### src/rtl/sargantana_icache_pkg.sv
// Shared types for the instruction-cache tag controller: default geometry,
// controller state encoding and the tag / set-index / way-mask typedefs.
package sargantana_icache_pkg;

  localparam int ITAG_N_WAY  = 4;
  localparam int ITAG_DEPTH  = 64;
  localparam int ITAG_ADDR_W = $clog2(ITAG_DEPTH);
  localparam int ITAG_TAG_W  = 20;

  typedef enum logic [1:0] {
    INIT_WALK,
    IDLE,
    FLUSH_WALK
  } itag_ctrl_state_t;

  typedef logic [ITAG_TAG_W-1:0]  tag_t;
  typedef logic [ITAG_ADDR_W-1:0] set_idx_t;
  typedef logic [ITAG_N_WAY-1:0]  way_mask_t;

endpackage

### src/rtl/sargantana_itag_cmp.sv
// N-way tag compare against the registered lookup tag; reports only the
// lowest-index matching valid way as a one-hot mask.
module sargantana_itag_cmp #(
  parameter int N_WAY = 4,
  parameter int TAG_W = 20
) (
  input  logic [N_WAY*TAG_W-1:0] tag_way_i,
  input  logic [N_WAY-1:0]       vbit_i,
  input  logic [TAG_W-1:0]       tag_i,
  output logic [N_WAY-1:0]       way_o,
  output logic                   hit_o
);

  logic found;

  always_comb begin
    // NOTE: every variable gets a default before the loop so no path can infer a latch.
    way_o = '0;
    found = 1'b0;
    for (int w = 0; w < N_WAY; w++) begin
      if (!found && vbit_i[w] && (tag_way_i[w*TAG_W +: TAG_W] == tag_i)) begin
        way_o[w] = 1'b1;
        found    = 1'b1;
      end
    end
  end

  assign hit_o = found;

endmodule

### src/rtl/sargantana_itag_ctrl.sv
// Arbiter/sequencer for the single-port I-cache tag array: set-walking
// invalidation, refill writes with round-robin victim, and 1-cycle lookups.
module sargantana_itag_ctrl
  import sargantana_icache_pkg::*;
#(
  parameter int ICACHE_N_WAY   = ITAG_N_WAY,
  parameter int TAG_DEPTH      = ITAG_DEPTH,
  parameter int TAG_ADDR_WIDHT = $clog2(TAG_DEPTH),
  parameter int TAG_WIDHT      = ITAG_TAG_W
) (
  input  logic                                clk_i,
  input  logic                                rst_i,
  input  logic                                flush_i,
  output logic                                flush_done_o,
  output logic                                busy_o,
  input  logic                                lkp_valid_i,
  output logic                                lkp_ready_o,
  input  logic [TAG_ADDR_WIDHT-1:0]           lkp_addr_i,
  input  logic [TAG_WIDHT-1:0]                lkp_tag_i,
  output logic                                rsp_valid_o,
  output logic                                rsp_hit_o,
  output logic [ICACHE_N_WAY-1:0]             rsp_way_o,
  input  logic                                rfl_valid_i,
  output logic                                rfl_ready_o,
  input  logic [TAG_ADDR_WIDHT-1:0]           rfl_addr_i,
  input  logic [TAG_WIDHT-1:0]                rfl_tag_i,
  output logic [ICACHE_N_WAY-1:0]             rfl_way_o,
  output logic [ICACHE_N_WAY-1:0]             mem_req_o,
  output logic                                mem_we_o,
  output logic                                mem_vbit_o,
  output logic [TAG_WIDHT-1:0]                mem_data_o,
  output logic [TAG_ADDR_WIDHT-1:0]           mem_addr_o,
  input  logic [ICACHE_N_WAY*TAG_WIDHT-1:0]   mem_tag_way_i,
  input  logic [ICACHE_N_WAY-1:0]             mem_vbit_i
);

  localparam int VIC_W = (ICACHE_N_WAY > 1) ? $clog2(ICACHE_N_WAY) : 1;
  localparam logic [TAG_ADDR_WIDHT-1:0] LAST_SET = TAG_ADDR_WIDHT'(TAG_DEPTH - 1);
  localparam logic [VIC_W-1:0]          LAST_WAY = VIC_W'(ICACHE_N_WAY - 1);

  itag_ctrl_state_t          state_q, state_d;
  logic [TAG_ADDR_WIDHT-1:0] cnt_q, cnt_d;
  logic [VIC_W-1:0]          victim_q, victim_d;
  logic                      rsp_valid_q, rsp_valid_d;
  logic                      flush_done_q, flush_done_d;
  logic [TAG_WIDHT-1:0]      cmp_tag_q, cmp_tag_d;
  logic [ICACHE_N_WAY-1:0]   cmp_way;
  logic                      cmp_hit;

  always_comb begin
    state_d      = state_q;
    cnt_d        = cnt_q;
    victim_d     = victim_q;
    rsp_valid_d  = 1'b0;
    flush_done_d = 1'b0;
    cmp_tag_d    = cmp_tag_q;
    lkp_ready_o  = 1'b0;
    rfl_ready_o  = 1'b0;
    rfl_way_o    = '0;
    mem_req_o    = '0;
    mem_we_o     = 1'b0;
    mem_vbit_o   = 1'b0;
    mem_data_o   = '0;
    mem_addr_o   = '0;
    busy_o       = 1'b0;

    case (state_q)
      INIT_WALK, FLUSH_WALK: begin
        busy_o     = 1'b1;
        mem_req_o  = '1;
        mem_we_o   = 1'b1;
        mem_addr_o = cnt_q;
        cnt_d      = cnt_q + 1'b1;
        if (cnt_q == LAST_SET) begin
          cnt_d        = '0;
          state_d      = IDLE;
          flush_done_d = 1'b1;
        end
      end
      IDLE: begin
        if (flush_i) begin
          state_d = FLUSH_WALK;
        end else begin
          // Readies depend only on higher-priority valids, never on their own.
          rfl_ready_o = 1'b1;
          lkp_ready_o = !rfl_valid_i;
          if (rfl_valid_i) begin
            rfl_way_o  = ICACHE_N_WAY'(1) << victim_q;
            mem_req_o  = rfl_way_o;
            mem_we_o   = 1'b1;
            mem_vbit_o = 1'b1;
            mem_data_o = rfl_tag_i;
            mem_addr_o = rfl_addr_i;
            victim_d   = (victim_q == LAST_WAY) ? '0 : victim_q + 1'b1;
          end else if (lkp_valid_i) begin
            mem_req_o   = '1;
            mem_addr_o  = lkp_addr_i;
            cmp_tag_d   = lkp_tag_i;
            rsp_valid_d = 1'b1;
          end
        end
      end
      default: state_d = INIT_WALK;
    endcase

    if (rst_i) begin
      lkp_ready_o = 1'b0;
      rfl_ready_o = 1'b0;
      rfl_way_o   = '0;
      mem_req_o   = '0;
      busy_o      = 1'b1;
    end
  end

  always_ff @(posedge clk_i) begin
    // NOTE: sequential state uses non-blocking assignments only, so every flop samples pre-edge values.
    if (rst_i) begin
      state_q      <= INIT_WALK;
      cnt_q        <= '0;
      victim_q     <= '0;
      rsp_valid_q  <= 1'b0;
      flush_done_q <= 1'b0;
    end else begin
      state_q      <= state_d;
      cnt_q        <= cnt_d;
      victim_q     <= victim_d;
      rsp_valid_q  <= rsp_valid_d;
      flush_done_q <= flush_done_d;
    end
    // NOTE: the compare tag is pure data qualified by rsp_valid_q, so it needs no reset.
    cmp_tag_q <= cmp_tag_d;
  end

  sargantana_itag_cmp #(
    .N_WAY (ICACHE_N_WAY),
    .TAG_W (TAG_WIDHT)
  ) u_cmp (
    .tag_way_i (mem_tag_way_i),
    .vbit_i    (mem_vbit_i),
    .tag_i     (cmp_tag_q),
    .way_o     (cmp_way),
    .hit_o     (cmp_hit)
  );

  assign flush_done_o = flush_done_q & ~rst_i;
  assign rsp_valid_o  = rsp_valid_q & ~rst_i;
  assign rsp_hit_o    = rsp_valid_o & cmp_hit;
  assign rsp_way_o    = rsp_valid_o ? cmp_way : '0;

endmodule
### config.mk
export PLATFORM = sky130hd
export DESIGN_NAME = sargantana_itag_ctrl
export DESIGN_NICKNAME = d
export VERILOG_FILES = /design/src/rtl/sargantana_icache_pkg.sv /design/src/rtl/sargantana_itag_cmp.sv /design/src/rtl/sargantana_itag_ctrl.sv
export SDC_FILE = /design/constraint.sdc
export NUM_CORES = 1
export LEC_CHECK = 0
export ABC_CLOCK_PERIOD_IN_PS = 3900
export CORE_MARGIN = 2
export CORE_UTILIZATION = 35
export DETAILED_ROUTE_END_ITERATION = 16
export PLACE_DENSITY = 0.82
export SYNTH_ARGS = -nofsm -noshare
export SYNTH_HDL_FRONTEND = slang
export SYNTH_SLANG_ARGS = --single-unit
### constraint.sdc
create_clock -name clk_i -period 3.9 [get_ports clk_i]
set_clock_uncertainty 0.15 [all_clocks]
set_input_delay 0.78 -clock clk_i [delete_from_list [all_inputs] [get_ports clk_i]]
set_output_delay 0.78 -clock clk_i [all_outputs]
set_load 0.02 [all_outputs]
==> impl_results.md, run 1 <==
- Synth Cell Area: 2541 um^2
- Port Buffer Count: 186
- Setup violators final: 0
- Placed Area: 4474 um^2
- Critical Path Fanout Max: 3
- Die H: 89.21 um
- Row cnt: 31
- Critical path class: in -> out
- Largest stage delay, worst path: 0.52 ns
- CP Capture Type: output pin
- Vias/cell: 4.730
- Tcrit/Tclk final: 96.60%
- Post-route design area: 4559 um^2
- Detailed placement HPWL: 7299 um
- Mapped Nets: 409
- Layout net count: 594
- Slowest-stage cell, CP: clkdlybuf4s50_1
- Worst setup SP type: primary input
- #FFs+latches synth: 32
- Clk_lat worst skew: roughly 0.27 ns
- Worst VDD drop: 0.1404 mV
- Clk sink count: 32
- Number of DRC markers in iteration 0: 65
- Root buf cell: clkbuf_8
- Antenna cells: 0
- Layout Cells excl Fill: 548
- Asr flop ratio synth: 0%
- Syn Inst Count: 263
- Top_reg_cell synth: edfxtp_1
- Commonest cells in the netlist: xnor2_1 (61), and3_1 (20), edfxtp_1 (20), xor2_1 (18)
- Largest net degree at the start of global routing: 22
- Vias in the first global route: about 2,600
- Cts hold-fix bufs: 0
- Total track usage: 20.61%
- Number of distinct library cells after synthesis: 36
- Syn avg cell area: 9.662 um^2
- Die width: between 80 and 90 um
- Fmax: about 270 MHz
- Worst-margin pin slew: 0.4575 ns
- Initial core utilization: 35.61%
- Final Slew Violations: 0
- Worst EP required: 2.97 ns
- Total power: 0.8505 mW
- Synth Warn #: 0
- Cts bufs inserted: 5
- Post-DRT Antenna Nets: 0
- Vias: roughly 2,600
- Drt drc: 0
- Synth area leader: edfxtp_1
- Total Die Area: 7958 um^2
- Most common cell in the netlist: xnor2_1
- Maximum Capacitance Violations: 0
- Grt ovf: 0
- Static Leak: roughly 1.7 nW
- Pwr Density: 186.5 nW/um^2
- RSZ-0062 raised after global routing: false
- CP Cell Sequence: clkdlybuf4s50_1 -> xnor2_2 -> nand4_1 -> nor4_1 -> buf_4 -> nand4_1 -> nor4_1 -> dlygate4sd2_1
- Placer congestion estimate: slightly below 0.9
- Final hold vios: 0
- H-tree levels: 2
- Status: finished, final reports clean
- Sequential area share after synthesis: about 33%
- Reg clk slew, reported paths: 0.06 ns
- Drt first pass iters: 4
- Placed cell count: 540
- Setup TNS: 0 ns
- Worst path arrival time: 2.84 ns
- TritonCTS clock tree: yes
- Clock tree buffer depth: 2
- Routed len/inst: about 16 um
- Top cells by area, synth: edfxtp_1 (24%), xnor2_1 (21%), dfxtp_1 (9.5%)
- Core area: 7137 um^2
- Synth-to-Final Area Change: 79.42%
- Io pins: 187
- Drt total wl: 8695 um
- Share of post-route cells with drive strength above 1: 5.345%
- Final Critical Period: 3.767 ns
- Number of enable-type register cells in the synthesized netlist: 20
- Synth top area share: between 20% and 30%
- Rel. slew slack: roughly 69%
- Hold WC Path Type: reg -> reg
- First-pass GRT wire length: 12,340 um
- Initial antenna violation count: 0
## area by class of cell
cell class,instances,area (um^2)
Sequential cell,32,840.8
Fill cell,638,2577
Multi-Input combinational cell,209,1573
Inverter,8,30.03
Tap cell,99,123.9
Clock buffer,7,86.33
Clock inverter,1,3.754
Timing Repair Buffer,192,1902
## registers in the layout (all words and copies together) (netlist names)
name / flops
flush_done_q: 1
victim_q: 2
cnt_q: 6
state_q: 2
rsp_valid_q: 1
cmp_tag_q: 20
## where the power goes
group	internal (mW)	switching, mW
sequential	0.362	0.00261
combinational	0.166	0.0626
clock	0.141	0.117
## timing repair
action | CTS | global route
endpoints found under the setup margin | 4 | 0
buffers inserted | 0 | 0
gates resized for setup | 4 | 0
## kinds of logic (layout without fill, tap and decap cells)
logic type               after synthesis  in the layout  synth area share [%]
buffers and inverters                 22            208                 5.022
AND/OR/NAND/NOR                      100            100                 23.83
multiplexers                           1              1                0.3939
flip-flops                            32             32                 33.09
adder cells (fa/ha/maj)                5              5                 2.462
AO/OA/AOI/OAI                         19             19                 4.776
XOR/XNOR                              84             84                 30.43
## stage by stage
step	hold slack [ns]	utilization, %	setup WS, ns
final	0.3557	63.89	0.1326
after global placement	0.3181	62.69	-0.08268
after floorplan	0.3056	-	0.9230
after detailed placement	0.3286	62.69	-0.1752
after CTS	0.3574	63.89	0.1274
after global routing	0.3717	63.89	0.05661
## placed cells by master, fill, tap and decap left out, types with 7 or more instances in the layout
master	synthesis	layout
clkdlybuf4s50_1	0	182
xnor2_1	61	61
and3_1	20	20
edfxtp_1	20	20
xor2_1	18	18
nor2_1	16	16
nand4_1	16	16
dfxtp_1	12	12
a21oi_1	8	8
nand2_1	7	7
inv_1	7	7
## layer usage
metal	up-vias	routed length, um	track usage, %
met2	120	4400	37.71
met4	0	149	6.377
li1	1292	-	-
met3	14	848	7.387
met5	-	0	0
met1	1166	3296	22.08
## final timing paths
| kind | start | endpoint | slack (ns) | cells past startpoint |
|---|---|---|---|---|
| worst max register to register | state_q[0] | cmp_tag_q[8] | 1.94 | 4 |
| worst max-delay path | mem_tag_way_i[58] | rsp_way_o[2] | 0.13 | 8 |
| worst min register to register | state_q[1] | state_q[1] | 0.36 | 2 |
| worst min-delay path | state_q[1] | state_q[1] | 0.36 | 2 |
## worst max-delay path: cells and delay by family
family	cells	cell delay (ns)
xor gates and xnor gates	1	0.13
buffers and inverters	3	1.06
and+or+nand+nor	4	0.87
Power figures use the tool's default switching activity.
==> run 2: changes to the inputs <==
- CTS_CLUSTER_DIAMETER: default -> 50
==> results of run 2 <==
The final DEF is identical to that of run 1; final timing and power are the same.
